**src/rtl/seqgen_pkg.sv**
```systemverilog
// seqgen_pkg: shared state encoding and default widths for the pattern serializer.
package seqgen_pkg;
  localparam int PAT_W = 4;
  localparam int CNT_W = 8;
  localparam int GAP_W = 4;
  typedef enum logic [1:0] {IDLE, SHIFT, GAP, DONE} state_e;
endpackage

```
**src/rtl/pattern_shreg.sv**
```systemverilog
// pattern_shreg: loadable left shift register, msb out, fills with FILL.
module pattern_shreg #(
  parameter int   W    = 4,
  parameter logic FILL = 1'b0
) (
  input  logic         clk,
  input  logic         rst,
  input  logic         load,
  input  logic         shift,
  input  logic [W-1:0] d,
  output logic         msb
);
  logic [W-1:0] reg_q, reg_d;
  always_comb reg_d = load ? d : shift ? {reg_q[W-2:0], FILL} : reg_q;
  always_ff @(posedge clk) begin
    if (rst) reg_q <= {W{FILL}};
    else     reg_q <= reg_d;
  end
  assign msb = reg_q[W-1];
endmodule

```
**src/rtl/pattern_serializer.sv**
```systemverilog
// pattern_serializer: sends a captured pattern MSB first, repeat_cnt times with gap idle cycles between.
module pattern_serializer
  import seqgen_pkg::*;
#(
  parameter int   PAT_W    = seqgen_pkg::PAT_W,
  parameter int   CNT_W    = seqgen_pkg::CNT_W,
  parameter int   GAP_W    = seqgen_pkg::GAP_W,
  parameter logic IDLE_BIT = 1'b0
) (
  input  logic             clk,
  input  logic             rst,
  input  logic             start,
  input  logic [PAT_W-1:0] pattern,
  input  logic [CNT_W-1:0] repeat_cnt,
  input  logic [GAP_W-1:0] gap,
  input  logic             abort,
  output logic             out,
  output logic             out_valid,
  output logic             busy,
  output logic             done
);
  localparam int IDX_W = $clog2(PAT_W);
  localparam logic [IDX_W-1:0] IDX_TOP = IDX_W'(PAT_W - 1);
  state_e           state_q, state_d;
  logic [IDX_W-1:0] idx_q, idx_d;
  logic [CNT_W-1:0] rep_q, rep_d;
  logic [GAP_W-1:0] gap_len_q, gap_len_d, gap_cnt_q, gap_cnt_d;
  logic [PAT_W-1:0] pat_q, pat_d, ld_val;
  logic             valid_q, valid_d, busy_q, busy_d, done_q, done_d, load, shift;
  // The shifter drains to IDLE_BIT after the LSB, so its msb doubles as the registered out.
  pattern_shreg #(.W(PAT_W), .FILL(IDLE_BIT)) u_shreg (
    .clk   (clk),
    .rst   (rst),
    .load  (load),
    .shift (shift),
    .d     (ld_val),
    .msb   (out)
  );
  always_comb begin
    state_d   = state_q;
    idx_d     = idx_q;
    rep_d     = rep_q;
    gap_len_d = gap_len_q;
    gap_cnt_d = gap_cnt_q;
    pat_d     = pat_q;
    ld_val    = pat_q;
    load      = 1'b0;
    shift     = 1'b0;
    valid_d   = 1'b0;
    busy_d    = 1'b0;
    done_d    = 1'b0;
    case (state_q)
      IDLE: if (start) begin
        if (repeat_cnt != '0) begin
          pat_d     = pattern;
          rep_d     = repeat_cnt;
          gap_len_d = gap;
          idx_d     = IDX_TOP;
          ld_val    = pattern;
          load      = 1'b1;
          state_d   = SHIFT;
          valid_d   = 1'b1;
          busy_d    = 1'b1;
        end else begin
          state_d = DONE;
          done_d  = 1'b1;
        end
      end
      SHIFT: if (abort) begin
        state_d = IDLE;
        ld_val  = {PAT_W{IDLE_BIT}};
        load    = 1'b1;
      end else if (idx_q != '0) begin
        idx_d   = idx_q - IDX_W'(1);
        shift   = 1'b1;
        valid_d = 1'b1;
        busy_d  = 1'b1;
      end else if (rep_q == CNT_W'(1)) begin
        state_d = DONE;
        shift   = 1'b1;
        done_d  = 1'b1;
      end else begin
        rep_d  = rep_q - CNT_W'(1);
        busy_d = 1'b1;
        if (gap_len_q == '0) begin
          idx_d   = IDX_TOP;
          load    = 1'b1;
          valid_d = 1'b1;
        end else begin
          state_d   = GAP;
          gap_cnt_d = gap_len_q - GAP_W'(1);
          shift     = 1'b1;
        end
      end
      GAP: if (abort) begin
        state_d = IDLE;
      end else if (gap_cnt_q == '0) begin
        state_d = SHIFT;
        idx_d   = IDX_TOP;
        load    = 1'b1;
        valid_d = 1'b1;
        busy_d  = 1'b1;
      end else begin
        gap_cnt_d = gap_cnt_q - GAP_W'(1);
        busy_d    = 1'b1;
      end
      default: state_d = IDLE;
    endcase
  end
  always_ff @(posedge clk) begin
    if (rst) begin
      state_q   <= IDLE;
      idx_q     <= '0;
      rep_q     <= '0;
      gap_len_q <= '0;
      gap_cnt_q <= '0;
      pat_q     <= '0;
      valid_q   <= 1'b0;
      busy_q    <= 1'b0;
      done_q    <= 1'b0;
    end else begin
      state_q   <= state_d;
      idx_q     <= idx_d;
      rep_q     <= rep_d;
      gap_len_q <= gap_len_d;
      gap_cnt_q <= gap_cnt_d;
      pat_q     <= pat_d;
      valid_q   <= valid_d;
      busy_q    <= busy_d;
      done_q    <= done_d;
    end
  end
  assign out_valid = valid_q;
  assign busy      = busy_q;
  assign done      = done_q;
endmodule

```
**config.mk**
```make
export PLATFORM = sky130hd
export DESIGN_NAME = pattern_serializer
export DESIGN_NICKNAME = d
export VERILOG_FILES = /design/src/rtl/seqgen_pkg.sv /design/src/rtl/pattern_shreg.sv /design/src/rtl/pattern_serializer.sv
export SDC_FILE = /design/constraint.sdc
export NUM_CORES = 1
export LEC_CHECK = 0
export ABC_CLOCK_PERIOD_IN_PS = 2250
export BUFFER_PORTS_ARGS = -buffer_cell sky130_fd_sc_hd__buf_2
export CORE_ASPECT_RATIO = 2
export CORE_MARGIN = 3
export CORE_UTILIZATION = 57
export DETAILED_ROUTE_END_ITERATION = 8
export GPL_TIMING_DRIVEN = 0
export PLACE_DENSITY = 0.79
export SETUP_SLACK_MARGIN = 0.2
export SYNTH_ARGS = -nofsm -noshare
export SYNTH_HDL_FRONTEND = slang
export SYNTH_SLANG_ARGS = --single-unit
```
**constraint.sdc**
```tcl
create_clock -name clk -period 2.25 [get_ports clk]
set_clock_uncertainty 0.05 [all_clocks]
set_input_delay 0.225 -clock clk [delete_from_list [all_inputs] [get_ports clk]]
set_output_delay 0.225 -clock clk [all_outputs]
set_load 0.005 [all_outputs]
```
[Yosys cells after proc, flatten, opt, wreduce, memory -nomap -nowiden]
Cells that the tools add are included.
Storage, ports and cells
  bits of input ports: 20
  word-level logic and storage cells: 110
  register bits after elaboration: 31
  output and inout port bits: 4
Cells by class
  equal/unequal tests: 17
  add/sub/neg operators: 4
  reduce and logical (&&, ||, !) cells: 14
  muxes and demuxes: 65
Operator list (number)
  4-bit two-way mux: 11
  8-bit two-way mux: 5
  2-bit two-way mux: 16
  1-bit two-way mux: 24
  2-bit != test (second input constant): 9
  4-bit case mux with 2 select lines: 2
  8-bit case mux with 2 select lines: 1
  3-bit != test (second input constant): 4
  2-bit case mux with 3 select lines: 2
  1-bit case mux with 3 select lines: 3
  8-bit by 1-bit equality test with 1-bit output (second input constant): 1
  4-bit logical NOT: 2
  8-bit AND reduction: 1
  2-bit nonzero test: 4
  8-bit nonzero test: 1
  4-bit by 1-bit subtractor with 4-bit output (second input constant): 2
  8-bit by 1-bit subtractor with 8-bit output (second input constant): 1
  7-bit AND reduction: 1
  6-bit AND reduction: 1
  4-bit != test (second input constant): 1
  4-bit AND reduction: 1
  3-bit AND reduction: 1
  3-bit nonzero test: 1
  2-bit by 1-bit equality test with 1-bit output (second input constant): 1
  other kinds (4): 4

[Depth between registers and ports, before layout]
Gate-level depths: netlist of run 1.
  depth in word-level cells: 8
  gate-level depth with buffers: 8
  depth with buffers taken out: 7

[Modules after synthesis]
From an unflattened synthesis of run 1, not the netlist that was laid out.
Unflattened totals
  cells, all modules: 216
  area total of the unflattened synthesis: 1765.4 um^2
By module, submodules not included
  pattern_serializer: instances 1, area each 1592.8 um^2, cells an instance 199, seq. area each 540.5 um^2
  pattern_shreg: instances 1, area each 172.7 um^2, cells an instance 17, seq. area each 80.1 um^2

[Worst setup path before layout of run 1]
OpenSTA, ideal clock, no wires.
  kind: flip-flop to flip-flop
  start point: reg rep_q[4]
  end point: reg rep_q[4]
  clock period less this slack: 1894 ps
  path buffers: 2
  required time: 2072 ps
  setup slack: 356 ps
  setup time: 128 ps
  stages on the path, launching flop included: 8
  arrival time: 1716 ps
  cell sequence: dfxtp_1 -> or4_4 -> buf_6 -> o211a_4 -> nor2_4 -> buf_4 -> a2bb2oi_1 -> nor2_1
On the way
  word-level cells in the longest chain between the ends: 5
  elaborated cells on any way between the ends: 8
  classes of those cells: add/sub: 1; eq/ne: 2; mux: 4; reduce/logical: 1
Ends and longest elaborated chain
  from (decl): line pattern_serializer.sv:26  | logic [CNT_W-1:0] rep_q, rep_d;
  from (signal assigned): line pattern_serializer.sv:124  | rep_q <= rep_d;
  8-bit by 1-bit subtractor with 8-bit output: line pattern_serializer.sv:83  | rep_d = rep_q - CNT_W'(1);
  8-bit two-way mux: line pattern_serializer.sv:78  | end else if (rep_q == CNT_W'(1)) begin
  8-bit two-way mux: line pattern_serializer.sv:73  | end else if (idx_q != '0) begin
  8-bit two-way mux: line pattern_serializer.sv:69  | SHIFT: if (abort) begin
  8-bit case mux with 2 select lines: line pattern_serializer.sv:52  | case (state_q)
Parallel ways exist; a longest one is shown, timed or not. The select of a mux whose other input is x is not followed.
A chain may end at the register's enable or synchronous reset.

[Worst setup path in the final report of run 1]
  start point: reg state_q[0]
  end point: reg rep_q[1]
On the way
  word-level cells in the longest chain between the ends: 3
  elaborated cells on any way between the ends: 10
  classes of those cells: eq/ne: 6; mux: 1; reduce/logical: 3
Ends and longest elaborated chain
  from (decl): line pattern_serializer.sv:24  | state_e state_q, state_d;
  from (signal assigned): line pattern_serializer.sv:122  | state_q <= state_d;
  2-bit by 1-bit equality test with 1-bit output / 2-bit logical NOT (equally long branches): line pattern_serializer.sv:52
  2-bit != test (no source line) / 2-bit nonzero test (equally long branches)
  6-bit AND reduction (no source line)
Parallel ways exist; a longest one is shown, timed or not.

==> results of run 1 <==
-- per-layer routing --
| metal | track usage | vias up | wire length (um) |
|---|---|---|---|
| met5 | 0 | - | 0 |
| met4 | 0.1333 | 0 | 165 |
| met3 | 0.04292 | 18 | 187 |
| met2 | 0.4444 | 67 | 2492 |
| met1 | 0.2733 | 800 | 1724 |
| li1 | - | 824 | - |
-- layout by cell type (no fill, tap or decap), types with 3 or more instances in the layout --
master     n
nor2_1    26
nor3_1     5
a21o_1     3
clkbuf_8   7
buf_2     23
nor3b_1    4
inv_1      4
buf_4      3
nand2_1    8
buf_6      3
or4_1      4
a21oi_1   16
mux2i_1   14
ha_1       4
clkbuf_1   8
nand2b_1   4
o21ai_0   11
a221oi_1   3
a211oi_1   9
dfxtp_1   29
-- cells by family (layout without fill, tap and decap cells) --
| group | Yosys count | in the layout |
|---|---|---|
| simple gates | 73 | 73 |
| compound gates | 64 | 64 |
| flops | 31 | 31 |
| buf+inv | 18 | 51 |
| mux | 14 | 14 |
| fa+ha+maj | 4 | 4 |
-- stage by stage --
| stage | cell area [um^2] | hold WS (ns) | worst slack (ns) | instances | utilization |
|---|---|---|---|---|---|
| 3_5_place_dp | 1904 | 0.4164 | 0.1493 | 255 | 0.6711 |
| 4_1_cts | 2023 | 0.1311 | 0.2207 | 264 | 0.7130 |
| 5_1_grt | 2073 | 0.1587 | 0.1415 | 266 | 0.7306 |
| 3_3_place_gp | 1904 | 0.4103 | 0.2007 | 255 | 0.6711 |
| 6_report | 2073 | 0.1334 | 0.2027 | 266 | 0.7306 |
| 2_1_floorplan | 1758 | 0.2805 | 0.3560 | 204 | - |
-- registers in the layout, summed over array words and instances (netlist names) --
name	count
busy	1
gap_len_q	4
done	1
state_q	2
idx_q	2
u_shreg.reg_q	4
rep_q	8
gap_cnt_q	4
pat_q	4
out_valid	1
-- path summary, 6_finish.rpt --
| check | slack [ns] | end | startpoint |
|---|---|---|---|
| hold / removal | 0.13 | gap_len_q[3] | gap[3] |
| setup / recovery | 0.20 | rep_q[1] | state_q[0] |
| hold reg to reg | 0.44 | rep_q[7] | rep_q[7] |
| setup reg to reg | 0.20 | rep_q[1] | state_q[0] |
-- layout make-up --
class,instances,area [um^2]
multi-input combinational,155,1087
fill,234,764.5
sequential,31,623.1
timing repair buffer,25,130.1
clock buffer,8,100.1
buffer,13,77.57
tap,29,36.28
inverter,5,18.77
-- what timing repair did --
action,in CTS,in global routing
gates cloned,0,1
setup endpoints to repair,20,23
gates resized for setup,6,12
buffers inserted,1,1
pin swaps,0,5
-- power groups by stage --
stage	clock [mW]	sequential [mW]	combinational [mW]
4_1_cts	0.477	0.642	0.437
3_3_place_gp	0	0.649	0.408
6_report	0.471	0.646	0.463
5_1_grt	0.505	0.652	0.508
3_5_place_dp	0	0.652	0.423
2_1_floorplan	0	0.643	0.320
-- worst reg2reg max path, delay by kind of cell, from the launching register on --
family,cells,cell delay [ns]
AO/OA/AOI/OAI,3,0.71
AND/OR/NAND/NOR,2,0.61
flip-flops,1,0.41
buffers and inverters,1,0.13
==> summary.txt, run 1 <==
Floorplan
  • Row count: 27
  • I/O pins: 24
  • DIE HEIGHT: ~85 um
  • Core area: 2838 um^2
  • Initial core utilization: 0.6195
  • Die width: 45.27 um
  • Die area: ~3800 um^2

Synth
  • Syn_nets: 228
  • Count of different cell masters after synthesis: between 40 and 50
  • Post-Synth XOR/XNOR Area: 0
  • Post-synthesis mux area share: 0.07972
  • Post-synth top area share: 0.3530
  • Top post-synthesis cells by area: dfxtp_1 35%, mux2i_1 8.0%, nor2_1 5.6%, a21oi_1 4.6%, a211oi_1 3.8%
  • Compound-Gate Fraction of Synth Area: 0.2605
  • Post-synth EDFFs: 0
  • Synth Register Bits: 31
  • Top-count cell post-synth: dfxtp_1
  • Asr flop ratio synth: 0
  • Largest family of logic cells by synthesized area: compound AO/OA/AOI/OAI gates
  • Avg Inst Size Synth: 8.617 um^2
  • Syn Inst Count: 204
  • Ys Warns: 0
  • Simple-gate portion of the synthesized area: 0.2306
  • Post-synth top cells: 31 x dfxtp_1, 26 x nor2_1, 16 x a21oi_1
  • Synth area leader: dfxtp_1
  • Post-synth design cell area: 1758 um^2
  • Adder-cell share of the synthesized area: 0.02847
  • Sequential area share after synthesis: 0.3530
  • Ys flop type: dfxtp_1

Setup path
  • Crit-path cells: nor3b_1 -> o211a_4 -> nor2_4 -> buf_6 -> a211oi_1 -> a211oi_2
  • CP bufs+invs: 1
  • CP delay by family, top: compound AO/OA/AOI/OAI gates
  • Setup Crit Path Kind: register to register
  • Worst path max stage delay: roughly 0.55 ns
  • Crit Path Max Fanout: 8
  • Slowest-stage cell, CP: nor3b_1
  • Startpoint types: register
  • Worst path arrival time: 2.14 ns
  • FF-to-FF path depth: 6
  • Worst endpoint required time: 2.34 ns
  • WP depth: 6
  • Nature of the critical path endpoint: register

Route
  • Pre-antenna DRT Iters: 4
  • Total Routed Length: 4570 um
  • DR vias: 1709
  • Iteration-0 DRC Markers: 67
  • Post-DRT Antenna Nets: 0
  • Number of remaining DRC errors: 0
  • DR WL/cell: 17.18 um
  • Vias per inst: ~6.4

STA
  • Max Slew Vio Count: 0
  • Final hold violation count: 0
  • Peak Freq: 488.5 MHz
  • Max-slew headroom: 0.5905
  • RSZ-0062 raised after global routing: true
  • Setup-failing EPs final: 0
  • TNS Setup: 0 ns
  • Worst-Margin Slew: 0.6129 ns
  • Min Tclk post-route: 2.047 ns
  • Final worst-path cycle share: 0.9099

Run status
  • Outcome: completed

Clocking
  • CTS Buf Count: 5
  • Skew-Pair Late Insertion Delay: 0.28 ns
  • Sink Count: 31
  • Clock transition at path regs: 0.07 ns
  • CTS tree: yes
  • # H-tree levels: 2
  • Root buffer cell: clkbuf_8
  • Clk buf depth: 2
  • Hold_buf cts: 0

Job
  • Max_cap viols: 0

Power and ir drop
  • Switch Pwr: 492.3 uW
  • PwrDens: 762.2 nW/um^2
  • Switching Share: 0.3115
  • Comb power frac: 0.293
  • Clk network pwr share: 0.298
  • Flop pwr share: 0.409
  • Static leakage: approximately 0.85 nW
  • Int Pwr: roughly 1.1 mW
  • PnR Total Power: about 1.6 mW
  • Worst vdd ir: just under 0.0005 V

Place
  • Routability cong.: between 0.8 and 0.9
  • HPWL after DPL: 3300 um
  • IO buf count: 22

GRT
  • Remaining Overflow, GRT: 0
  • GRT Overall Usage: 0.2547
  • First-pass GRT wire length: 7376 um
  • Antenna violations before repair: 0
  • Vias in the first global route: 1723
  • Largest net degree at the start of global routing: 11

Min path
  • Tightest Hold Check Type: input pin to register
  • Hold depth: 3

Cells and area
  • Antenna cells: 0
  • Final #Nets: 260
  • Share of layout cells above drive strength 1: 0.2405
  • Layout overhead on the synthesized area: 17.94%
Note: power is estimated with default switching activity, not from simulation.
==> run 2, diff against run 1 <==
--- a/config.mk
+++ b/config.mk
@@ -7,8 +7,9 @@
 export LEC_CHECK = 0
 export ABC_CLOCK_PERIOD_IN_PS = 2250
 export BUFFER_PORTS_ARGS = -buffer_cell sky130_fd_sc_hd__buf_2
+export CAP_MARGIN = 20
 export CORE_ASPECT_RATIO = 2
-export CORE_MARGIN = 3
+export CORE_MARGIN = 2
 export CORE_UTILIZATION = 57
 export DETAILED_ROUTE_END_ITERATION = 8
 export GPL_TIMING_DRIVEN = 0
==> summary.txt, run 2 (same netlist as run 1, synthesis figures left out) <==
Cells and area
  • Antenna cells: 0 (unchanged)
  • Leading cell type in the layout, fill and taps excluded: dfxtp_1 (unchanged)
  • Final #Nets: 261 (was 260)
  • Largest Register: rep_q (unchanged)
  • Max reg flops: 8 (unchanged)
  • Most frequent cells in the layout: 29 x dfxtp_1, 26 x nor2_1, 22 x buf_2 (was 29 x dfxtp_1, 26 x nor2_1, 23 x buf_2)
  • Share of layout cells above drive strength 1: 0.2731 (was 0.2405)
  • Layout overhead on the synthesized area: 20.43% (was 17.94%)

Setup path
  • Setup Crit Path Kind: register to register (unchanged)
  • R2r setup slk: 0.23 ns (was 0.20 ns)
  • CP startpoint: rep_q[4] (was state_q[0])
  • Worst endpoint required time: 2.40 ns (was 2.34 ns)
  • Worst path arrival time: 2.17 ns (was 2.14 ns)
  • FF-to-FF path depth: 7 (was 6)
  • Nature of the critical path endpoint: register (unchanged)
  • Worst setup endpoint: u_shreg.reg_q[2] (was rep_q[1])
  • Reg-to-Reg Start: rep_q[4] (was state_q[0])
  • Crit Path Max Fanout: 7 (was 8)
  • Startpoint types: register (unchanged)
  • Reg2Reg Capture Point: u_shreg.reg_q[2] (was rep_q[1])

Floorplan
  • Core area: 2943 um^2 (was 2838 um^2)
  • Row count: 28 (was 27)
  • DIE HEIGHT: 82.54 um (was 84.54 um)
  • Die width: 43.27 um (was 45.27 um)
  • Die area: 3571 um^2 (was 3827 um^2)
  • Initial core utilization: 0.5974 (was 0.6195)
  • I/O pins: 24 (unchanged)

STA
  • Setup-failing EPs final: 0 (unchanged)
  • TNS Setup: 0 ns (unchanged)
  • Worst-Margin Slew: 0.6381 ns (was 0.6129 ns)
  • Peak Freq: 494.8 MHz (was 488.5 MHz)
  • Min Tclk post-route: 2.021 ns (was 2.047 ns)
  • Final worst-path cycle share: 0.8983 (was 0.9099)
  • Final hold violation count: 0 (unchanged)
  • Max Slew Vio Count: 0 (unchanged)
  • Max-slew headroom: 0.5737 (was 0.5905)
  • RSZ-0062 raised after global routing: true (unchanged)

Clocking
  • Hold_buf cts: 0 (unchanged)
  • CTS tree: yes (unchanged)
  • Clock transition at path regs: 0.06 ns (was 0.07 ns)
  • Skew-Pair Late Insertion Delay: 0.29 ns (was 0.28 ns)
  • Root buffer cell: clkbuf_8 (unchanged)
  • Clk buf depth: 2 (unchanged)
  • # H-tree levels: 2 (unchanged)
  • CTS Buf Count: 5 (unchanged)
  • Sink Count: 31 (unchanged)

GRT
  • First-pass GRT wire length: 7465 um (was 7376 um)
  • Largest net degree at the start of global routing: 11 (unchanged)
  • Antenna violations before repair: 0 (unchanged)
  • GRT Overall Usage: 0.2823 (was 0.2547)
  • Vias in the first global route: 1707 (was 1723)
  • Remaining Overflow, GRT: 0 (unchanged)

Power and ir drop
  • Int Pwr: 1.045 mW (was 1.088 mW)
  • Static leakage: 0.8675 nW (was 0.8507 nW)
  • Comb power frac: 0.318 (was 0.293)
  • Switching Share: 0.3321 (was 0.3115)
  • PnR Total Power: 1.564 mW (was 1.580 mW)
  • Worst vdd ir: 0.0005861 V (was 0.0004944 V)
  • PwrDens: 738.8 nW/um^2 (was 762.2 nW/um^2)
  • Switch Pwr: 519.4 uW (was 492.3 uW)
  • Flop pwr share: 0.414 (was 0.409)
  • Clk network pwr share: 0.268 (was 0.298)

Job
  • Max_cap viols: 0 (unchanged)

Min path
  • Tightest Hold Check Type: input pin to register (unchanged)

Place
  • IO buf count: 22 (unchanged)
  • Routability cong.: 0.8638 (was 0.8700)
  • HPWL after DPL: 3372 um (was 3300 um)

Route
  • Iteration-0 DRC Markers: 89 (was 67)
  • Total Routed Length: 4687 um (was 4570 um)
  • Vias per inst: 6.384 (was 6.425)
  • Number of remaining DRC errors: 0 (unchanged)
  • DR vias: 1711 (was 1709)
  • DR WL/cell: 17.49 um (was 17.18 um)
  • Pre-antenna DRT Iters: 4 (unchanged)
  • Post-DRT Antenna Nets: 0 (unchanged)

Run status
  • Outcome: completed (unchanged)
run 2: cell count changes in the layout (fill, tap and decap cells not counted), moves of 2 or more:
| cell | previous run | this run |
|---|---|---|
| clkbuf_8 | 7 | 5 |
| a221oi_1 | 3 | 0 |
| buf_6 | 3 | 6 |
| a21boi_1 | 2 | 0 |
| a221oi_2 | 0 | 3 |
run 2: how the worst min path moves through the flow:
stage	startpoint	end	slack [ns]	cells past startpoint
finish	gap[1]	gap_len_q[1]	0.12	3
global placement	gap[3]	gap_len_q[3]	0.41	3
global route	gap[2]	gap_len_q[2]	0.14	3
detailed placement	gap[1]	gap_len_q[1]	0.42	3
CTS	gap[3]	gap_len_q[3]	0.12	3
floorplan	rst	idx_q[1]	0.28	1
run 2: critical path: stages (launching register included):
cell       delay, ns
dfxtp_2         0.35
or4_4           0.54
buf_6           0.15
o2111ai_2       0.20
nor3b_4         0.22
buf_6           0.15
a221oi_2        0.04
a211oi_1        0.21
run 2: cell type report:
class	count	area (um^2)
inverters	5	18.77
flip-flops and latches	31	623.1
well taps	30	37.54
fillers	226	825.8
clock inverters	1	5.005
clock buffers	7	76.32
multi-input cells	155	1126
repair buffers	26	151.4
plain buffers	13	78.83
run 2: per-layer routing:
layer | wire (um) | share of wire | vias up | GRT usage
li1 | - | - | 824 | -
met1 | 1756 | 0.37 | 818 | 0.2676
met2 | 2626 | 0.56 | 57 | 0.5313
met3 | 187 | 0.040 | 12 | 0.06304
met4 | 116 | 0.025 | 0 | 0.1667
met5 | 0 | 0 | - | 0
run 2: power groups by stage:
stage	Sequential, mW	Clock, mW	Combinational [mW]
CTS	0.642	0.423	0.436
floorplan	0.643	0	0.320
global placement	0.649	0	0.409
detailed placement	0.653	0	0.424
global route	0.653	0.449	0.545
finish	0.648	0.420	0.497
run 2: through the flow:
stage / std cells / hold slack, ns / worst slack, ns / instance area, um^2 / utilization
global route: 268 / 0.1448 / 0.1498 / 2117 / 0.7194
floorplan: 204 / 0.2805 / 0.3560 / 1758 / -
detailed placement: 256 / 0.4183 / 0.1531 / 1906 / 0.6475
CTS: 265 / 0.1235 / 0.2009 / 2004 / 0.6811
global placement: 256 / 0.4101 / 0.2023 / 1906 / 0.6475
finish: 268 / 0.1242 / 0.2288 / 2117 / 0.7194
run 2: what timing repair did:
| action | CTS | global route |
|---|---|---|
| setup buffers | 1 | 2 |
| gates cloned | 0 | 1 |
| pin swaps | 0 | 4 |
| resized for setup | 4 | 26 |
| setup endpoints to repair | 18 | 26 |
